**config.mk**
```make
export PLATFORM = sky130hd
export DESIGN_NAME = div_unit
export DESIGN_NICKNAME = d
export VERILOG_FILES = /design/src/rtl/div_unit.sv
export SDC_FILE = /design/constraint.sdc
export NUM_CORES = 1
export LEC_CHECK = 0
export ABC_AREA = 1
export CAP_MARGIN = 20
export CORE_MARGIN = 3
export CORE_UTILIZATION = 56
export DETAILED_ROUTE_END_ITERATION = 10
export PLACE_DENSITY = 0.78
export SYNTH_ARGS = -nofsm -noshare
export SYNTH_HDL_FRONTEND = slang
export SYNTH_SLANG_ARGS = --single-unit
export TNS_END_PERCENT = 1
```
**constraint.sdc**
```tcl
create_clock -name clk -period 8.55 [get_ports clk]
set_clock_uncertainty 0.2 [all_clocks]
set_input_delay 1.71 -clock clk [delete_from_list [all_inputs] [get_ports clk]]
set_output_delay 1.71 -clock clk [all_outputs]
set_load 0.01 [all_outputs]
```
**src/rtl/div_unit.sv**
```systemverilog
// div_unit: iterative 32-bit MIPS DIV/DIVU unit in the execute stage.
// Restoring radix-2 division, one quotient bit per cycle (32 CALC cycles),
// then a single DONE cycle presenting LO (quotient) and HI (remainder).
//
// Ports:
//   clk          core clock, rising edge
//   rst_n        asynchronous active-low reset
//   start_i      DIV/DIVU held in EX (level)
//   signed_i     1 = DIV, 0 = DIVU; sampled with start_i
//   dividend_i   rs operand; sampled with start_i
//   divisor_i    rt operand; sampled with start_i
//   flush_i      kills the EX instruction, aborts any division
//   stall_o      to stall controller ex_stall_i (combinational)
//   done_o       one-cycle pulse, results valid
//   quotient_o   quotient, written to LO
//   remainder_o  remainder, written to HI
module div_unit (
    input  logic        clk,
    input  logic        rst_n,
    input  logic        start_i,
    input  logic        signed_i,
    input  logic [31:0] dividend_i,
    input  logic [31:0] divisor_i,
    input  logic        flush_i,
    output logic        stall_o,
    output logic        done_o,
    output logic [31:0] quotient_o,
    output logic [31:0] remainder_o
);

    typedef enum logic [1:0] {IDLE, CALC, DONE} state_t;

    state_t      state, state_nx;
    logic [5:0]  cnt;
    logic [32:0] rem;
    logic [31:0] quo;
    logic [31:0] dsr;
    logic [31:0] dvd_raw;
    logic        neg_q;
    logic        neg_r;
    logic        div_zero;

    logic [31:0] dvd_mag;
    logic [31:0] dsr_mag;
    logic [32:0] shifted;
    logic [33:0] trial;
    logic [32:0] rem_nx;
    logic [31:0] quo_nx;
    logic [31:0] q_signed;
    logic [31:0] r_signed;

    // Operand magnitudes; 0x8000_0000 maps to itself, which is the correct
    // unsigned magnitude.
    always_comb begin
        dvd_mag = (signed_i && dividend_i[31]) ? (32'd0 - dividend_i) : dividend_i;
        dsr_mag = (signed_i && divisor_i[31])  ? (32'd0 - divisor_i)  : divisor_i;
    end

    // One restoring step. The trial is kept 34 bits wide so its sign bit is
    // exact even when the shifted remainder exceeds 2^32.
    always_comb begin
        shifted  = {rem[31:0], quo[31]};
        trial    = {1'b0, shifted} - {2'b00, dsr};
        rem_nx   = trial[33] ? shifted : trial[32:0];
        quo_nx   = {quo[30:0], ~trial[33]};
        q_signed = neg_q ? (32'd0 - quo_nx) : quo_nx;
        r_signed = neg_r ? (32'd0 - rem_nx[31:0]) : rem_nx[31:0];
    end

    always_ff @(posedge clk or negedge rst_n) begin
        if (!rst_n) begin
            state <= IDLE;
        end else begin
            state <= state_nx;
        end
    end

    always_comb begin
        state_nx = state;
        stall_o  = 1'b0;
        case (state)
            IDLE: begin
                if (start_i) begin
                    state_nx = CALC;
                end
                stall_o = start_i;
            end
            CALC: begin
                if (cnt == 6'd31) begin
                    state_nx = DONE;
                end
                stall_o = 1'b1;
            end
            DONE: begin
                state_nx = IDLE;
            end
            default: begin
                state_nx = IDLE;
            end
        endcase
        if (flush_i) begin
            state_nx = IDLE;
            stall_o  = 1'b0;
        end
        // Release the pipeline while reset is asserted, even if start_i is high.
        if (!rst_n) begin
            stall_o = 1'b0;
        end
    end

    always_ff @(posedge clk or negedge rst_n) begin
        if (!rst_n) begin
            cnt         <= '0;
            rem         <= '0;
            quo         <= '0;
            dsr         <= '0;
            dvd_raw     <= '0;
            neg_q       <= 1'b0;
            neg_r       <= 1'b0;
            div_zero    <= 1'b0;
            done_o      <= 1'b0;
            quotient_o  <= '0;
            remainder_o <= '0;
        end else begin
            done_o <= 1'b0;
            if (flush_i) begin
                cnt <= '0;
            end else begin
                case (state)
                    IDLE: begin
                        if (start_i) begin
                            cnt      <= '0;
                            rem      <= '0;
                            quo      <= dvd_mag;
                            dsr      <= dsr_mag;
                            dvd_raw  <= dividend_i;
                            neg_q    <= signed_i & (dividend_i[31] ^ divisor_i[31]);
                            neg_r    <= signed_i & dividend_i[31];
                            div_zero <= (divisor_i == 32'd0);
                        end
                    end
                    CALC: begin
                        rem <= rem_nx;
                        quo <= quo_nx;
                        cnt <= cnt + 6'd1;
                        // Results are registered on the final step so they
                        // and done_o are valid throughout the DONE cycle.
                        if (cnt == 6'd31) begin
                            done_o      <= 1'b1;
                            quotient_o  <= div_zero ? '1 : q_signed;
                            remainder_o <= div_zero ? dvd_raw : r_signed;
                        end
                    end
                    default: begin
                    end
                endcase
            end
        end
    end

endmodule

```
### Yosys cells after proc, flatten, opt, wreduce, memory -nomap -nowiden

Index checks and enable logic that the tools add are counted.

| word-level totals | value |
|---|---|
| ROM bits | 0 |
| bits in writable memories | 0 |
| latch bits | 0 |
| output and inout bits | 66 |
| word-level logic and storage cells | 63 |
| bits of input ports | 69 |
| memories kept | 0 |
| bits in registers | 204 |

| cells by class | value |
|---|---|
| add/sub/neg operators | 6 |
| multiplexer cells | 24 |
| eq/ne operators | 5 |
| reductions and logical operators | 11 |
| $lt $le $gt $ge | 0 |
| shift operators | 0 |
| $mul | 0 |
| bitwise gates (word level) | 5 |
| divide/modulo/power cells | 0 |

Operators by type and width:

| kind | count |
|---|---|
| two-way mux 32 bit | 9 |
| case mux 32 bit (2 select lines) | 2 |
| subtractor 1 x 32 -> 32 bit (first input constant) | 4 |
| subtractor 33 x 32 -> 34 bit | 1 |
| logical NOT 32 bit | 1 |
| two-way mux 6 bit | 2 |
| case mux 6 bit (2 select lines) | 1 |
| AND reduction 3 bit | 3 |
| adder 6 x 1 -> 6 bit (second input constant) | 1 |
| == test 6 x 5 -> 1 bit (second input constant) | 1 |
| two-way mux 2 bit | 3 |
| inequality test 3 bit (second input constant) | 2 |
| two-way mux 1 bit | 5 |
| case mux 2 bit (2 select lines) | 1 |
| AND reduction 2 bit | 2 |
| nonzero test 3 bit | 1 |
| bitwise AND 1 bit | 2 |
| == test 2 x 1 -> 1 bit (second input constant) | 1 |
| logical AND 1 bit | 2 |
| logical NOT 2 bit | 1 |
| inequality test 2 bit (second input constant) | 1 |
| inverter 1 bit | 2 |
| case mux 1 bit (2 select lines) | 1 |
| nonzero test 2 bit | 1 |
| bitwise XOR 1 bit | 1 |

### Logic depth before layout (Yosys ltp)

| depth | value |
|---|---|
| word-level depth | 5 |
| mapped depth | 29 |
| depth with buffers taken out | 27 |

### Worst setup path before layout

Ideal clock, no wire load.

| timing | value |
|---|---|
| path type | input -> output |
| start point | in flush_i |
| end point | out stall_o |
| arrival | 2,706 ps |
| required time | 6,640 ps |
| buffers on the path | 1 |
| stages on the path | 6 |
| setup slack | 3,934 ps |
| cells stage by stage | inv_1 > nand3_1 > inv_1 > nor2_1 > clkbuf_1 > nor2_1 |

| on the way | value |
|---|---|
| longest elaborated chain between the ends | 2 |

RTL lines:

| what | RTL line | source |
|---|---|---|
| start: declaration | 24 | `input logic flush_i,` |
| two-way mux 1 bit | 101 | `if (flush_i) begin` |
| two-way mux 1 bit | 106 | `if (!rst_n) begin` |
| end: declaration | 25 | `output logic stall_o,` |

No other way between the ends.

### Final worst setup path

| timing | value |
|---|---|
| start point | reg rem[18] |
| end point | reg quotient_o[28] |

| on the way | value |
|---|---|
| longest elaborated chain between the ends | 5 |

RTL lines:

| what | RTL line | source |
|---|---|---|
| start: declaration | 35 | `logic [32:0] rem;` |
| start signal: assignment | 143 | `rem <= rem_nx;` |
| subtractor 33 x 32 -> 34 bit | 63 | `trial = {1'b0, shifted} - {2'b00, dsr};` |
| inverter 1 bit | 65 | `quo_nx = {quo[30:0], ~trial[33]};` |
| subtractor 1 x 32 -> 32 bit | 66 | `q_signed = neg_q ? (32'd0 - quo_nx) : quo_nx;` |
| two-way mux 32 bit | 66 |  |
| two-way mux 32 bit | 150 | `quotient_o <= div_zero ? '1 : q_signed;` |
| end signal: assignment | 150 |  |
| end: declaration | 27 | `output logic [31:0] quotient_o,` |

No other way between the ends.
A chain may end at the register's enable or synchronous reset.

==> impl.org <==
** STA
- Number of failing setup endpoints in the final timing report :: 0
- In this run the tightest slew margin relative to its limit is 33.2%.
- Clock period minus final worst setup slack :: 5.69 ns
- At the pin with the least slew margin, the transition time is 1.00 ns.
- Hold violation count in the final report :: 0
- Max Clk Rate :: 176 MHz
- Period utilisation layout :: 66.5%
- Setup repair after global routing missed its margin :: no
- Final Slew Violations :: 0
- Total negative slack for setup checks :: 0 ns

** Floorplan
- Initial Util :: 57.7%
- Number of rows created at floorplan :: 57
- Die Y :: 165 um
- During I/O placement, the number of pins put on the boundary was 135.
- In this run the horizontal extent of the chip is 165 um.
- The die covers 27300 um^2.
- The floorplan step defined a core boundary enclosing 24600 um^2.

** Power and ir drop
- Pwr/cell area :: 356 nW/um^2
- Across the VDD grid, the largest voltage drop is 229 uV.
- Internal Power :: 0.00288 W
- Sequential group share of total power :: 22.7%
- Switching pwr :: 0.00302 W
- Clock Power Share :: 18.9%
- The analysis attributes to cell leakage a power of 8.35 nW.
- Switching part of the total :: 51.2%
- Part of the total power dissipated in combinational logic :: 58.4%

** Clock network
- The cell sitting at the root of the clock tree is a clkbuf_16.
- In this run the number of H-tree levels came out at 1.
- Clock latency on the worst-skew pair :: 0.55 ns
- Buffer depth of the longest clock path :: 3
- In this run the post-CTS setup repair buffer count came out at 0.
- Hold-fix buffer count after cts :: 0
- Clock-pin slew was measured on the worst setup and hold paths at 0.06 ns.
- In this run, post-CTS repair resized a total of 0 instances.
- TritonCTS built the clock tree.
- Clock net sink count :: 204
- The number of clock buffers added by TritonCTS is 25.

** Setup path
- The worst setup path is of the register to register kind.
- Critical Path Fanout Max :: 57
- The most critical setup path has its startpoint at rem[18]$_DFFE_PN0P_.
- The worst setup path is captured at a register.
- Data arrives at the worst endpoint at 5.97 ns.
- R2R Path Start :: rem[18]$_DFFE_PN0P_
- Critical Path Source Type :: register
- Required arrival time at the worst endpoint :: 8.83 ns

** Synthesis
- Synthesized area per cell :: 6.72 um^2
- Counting distinct cell types in the post-synthesis netlist gives 49.
- The number of nets handed over by synthesis was 2217.
- Sequential area share after synthesis :: 36.0%
- During synthesis, Yosys emitted a total of 0 warnings.
- After synthesis, the cell types taking the most area are dfrtp_1 (36%), nand2_1 (17%), o21ai_0 (7.3%), inv_1 (7.1%), nor2_1 (4.7%).
- Synthesis handed over a netlist of 2110 instances.
- Cell Area, Synth :: 14200 um^2
- Post-synth EDFFs :: 0
- #FFs+latches synth :: 204
- After synthesis, the share of flip-flops with an asynchronous set or reset is 100%.
- Share of the synthesized area in the top cell type :: 36.0%
- Flip-flop cell with the highest count after synthesis :: dfrtp_1
- Area leader, netlist :: dfrtp_1

** Route
- After detailed routing, the average wire length per cell comes to 17.8 um.
- Number of iterations in the first detailed-routing pass :: 7
- Detailed Route Iter0 Violations :: 1539
- The detailed router placed 14400 vias in this run.
- Wire length reported by the detailed router :: 45300 um
- Once detail routing completed, the nets flagged for antenna violations numbered 0.
- Detailed-routed wire length on met2 :: 20400 um
- Detailed routing placed a total of 3510 um of wire on met3.
- Via/cell ratio :: 5.65
- After detailed routing, the number of remaining DRC violations is 0.
- In this run the top signal layer used is met4.
- The detailed router put a total of 19700 um of wire on met1.

** Global route
- Total gr overflow :: 0
- GRT Total Usage :: 33.1%
- The number of antenna violations at the first check in global routing is 0.
- The via count of the first global-routing pass is 13500.
- The first global-routing pass estimated 71200 um of wire.
- Largest net degree at the start of global routing :: 114

** Finish
- Measured on the finished design, the core utilization comes to 67.4%.
- Most frequent cells in the layout :: nand2_1 (627), inv_1 (269), o21ai_0 (206)
- For this run, the post-layout net count is 2315.
- For this run, the number of standard cells in the final layout without fillers is 2550.
- Fraction of final layout cells with drive strength greater than 1 :: 5.80%
- Most frequent standard cell in the layout excluding fill and tap cells :: nand2_1
- From synthesis to final layout, the design area changed by 16.8%.
- Antenna diode instance count :: 0

** Min path
- Class of the tightest hold or removal check :: register to register
- Origin of the worst min-delay path :: remainder_o[21]$_DFFE_PN0P_

** Status
- The run finished with clean final reports.

** Place
- Final weighted congestion in routability-driven placement :: 1.02
- The HPWL after detailed placement is 34300 um.
- Including well taps, the total number of placed cells is 2504.
- Count of input and output buffers :: 134

** Flow run
- The tool flagged a number of max-cap violations equal to 0.
-- cell usage after synthesis (4+ instances only) --
| cell type | instances |
|---|---|
| a21oi_1 | 93 |
| a31oi_1 | 9 |
| buf_1 | 7 |
| buf_2 | 9 |
| clkbuf_1 | 49 |
| dfrtp_1 | 204 |
| ha_1 | 37 |
| inv_1 | 269 |
| inv_2 | 15 |
| nand2_1 | 627 |
| nand2_2 | 24 |
| nand2_4 | 4 |
| nand3_1 | 110 |
| nand4_1 | 26 |
| nor2_1 | 179 |
| nor2_2 | 8 |
| nor3_1 | 34 |
| nor4_1 | 8 |
| o211ai_1 | 28 |
| o21ai_0 | 206 |
| o21ai_1 | 10 |
| o21ai_2 | 7 |
| o21bai_1 | 4 |
| o22ai_1 | 30 |
| o41ai_1 | 4 |
| or2_2 | 4 |
| xnor2_1 | 22 |
| xor2_1 | 46 |
-- per-stage QoR --
step | total power, W | setup WS [ns] | instance area [um^2] | hold WS (ns)
detailed placement | 0.00471 | 2.27 | 15700 | 0.261
CTS | 0.00584 | 2.25 | 16600 | 0.276
finish | 0.00590 | 2.86 | 16600 | 0.274
global route | 0.00637 | 2.45 | 16600 | 0.297
floorplan | 0.00382 | 3.93 | 14200 | 0.244
global placement | 0.00465 | 2.27 | 15700 | 0.264
-- power groups by stage --
| stage | registers, W | logic [W] | clock network [W] |
|---|---|---|---|
| finish | 0.00134 | 0.00345 | 0.00111 |
| global route | 0.00135 | 0.00385 | 0.00117 |
| CTS | 0.00133 | 0.00339 | 0.00113 |
| detailed placement | 0.00134 | 0.00337 | 0 |
| global placement | 0.00134 | 0.00331 | 0 |
| floorplan | 0.00127 | 0.00255 | 0 |
-- area by class of cell --
class / count / area, um^2
tap: 324 / 405
clock buffer: 32 / 702
inverter: 286 / 1070
timing repair buffer: 144 / 1440
sequential: 204 / 5100
fill: 2216 / 8030
clock inverter: 13 / 169
multi-input combinational: 1547 / 7680
-- layer usage --
metal	vias up	global-route usage (%)
li1	7019	-
met4	0	10.9
met2	566	52.5
met5	-	0
met3	121	5.96
met1	6699	46.1
-- sequential cells by signal, summed over array words and instances, names as in the netlist --
register / flops
quotient_o: 32
neg_q: 1
neg_r: 1
quo: 32
dsr: 32
state: 2
remainder_o: 32
rem: 32
cnt: 6
done_o: 1
dvd_raw: 32
div_zero: 1
-- worst max-delay path: stages, from the launching register on --
cell and delay, ns:
dfrtp_1 0.46, ha_1 0.41, nand2_2 0.14, inv_2 0.03
nand2_1 0.05, nand2_1 0.08, nand2_1 0.07, nand2_1 0.08
a21oi_2 0.59, nand2_4 0.58, inv_2 0.67, ha_1 0.28
inv_1 0.07, nor3_1 0.13, nand2_1 0.09, nor3_1 0.35
nand2_1 0.16, nor2_1 0.12, nand3_1 0.09, o21ai_1 0.31
o21ai_0 0.21, nor2_1 0.15, xor2_1 0.15, o22ai_1 0.08
inv_1 0.08
-- kinds of logic (layout without fill, tap and decap cells) --
logic type,Yosys count,in the layout,synth area share [%]
AOI/OAI and AO/OA,402,402,15.6
DFF,204,204,36.0
buffers and inverters,359,475,10.0
and+or+nand+nor,1039,1039,30.7
adders and majority gates,38,38,3.40
xor gates and xnor gates,68,68,4.20
-- final timing paths --
path / to / slack, ns / depth (start not counted)
setup reg to reg: quotient_o[28]$_DFFE_PN0P_ / 2.86 / 24
hold / removal: remainder_o[21]$_DFFE_PN0P_ / 0.27 / 2
hold reg to reg: remainder_o[21]$_DFFE_PN0P_ / 0.27 / 2
min in group asynchronous: dsr[18]$_DFFE_PN0P_ / 0.94 / 1
setup / recovery: quotient_o[28]$_DFFE_PN0P_ / 2.86 / 24
max in group asynchronous: remainder_o[25]$_DFFE_PN0P_ / 5.85 / 2
No activity file was read; power rests on OpenSTA's default activity.
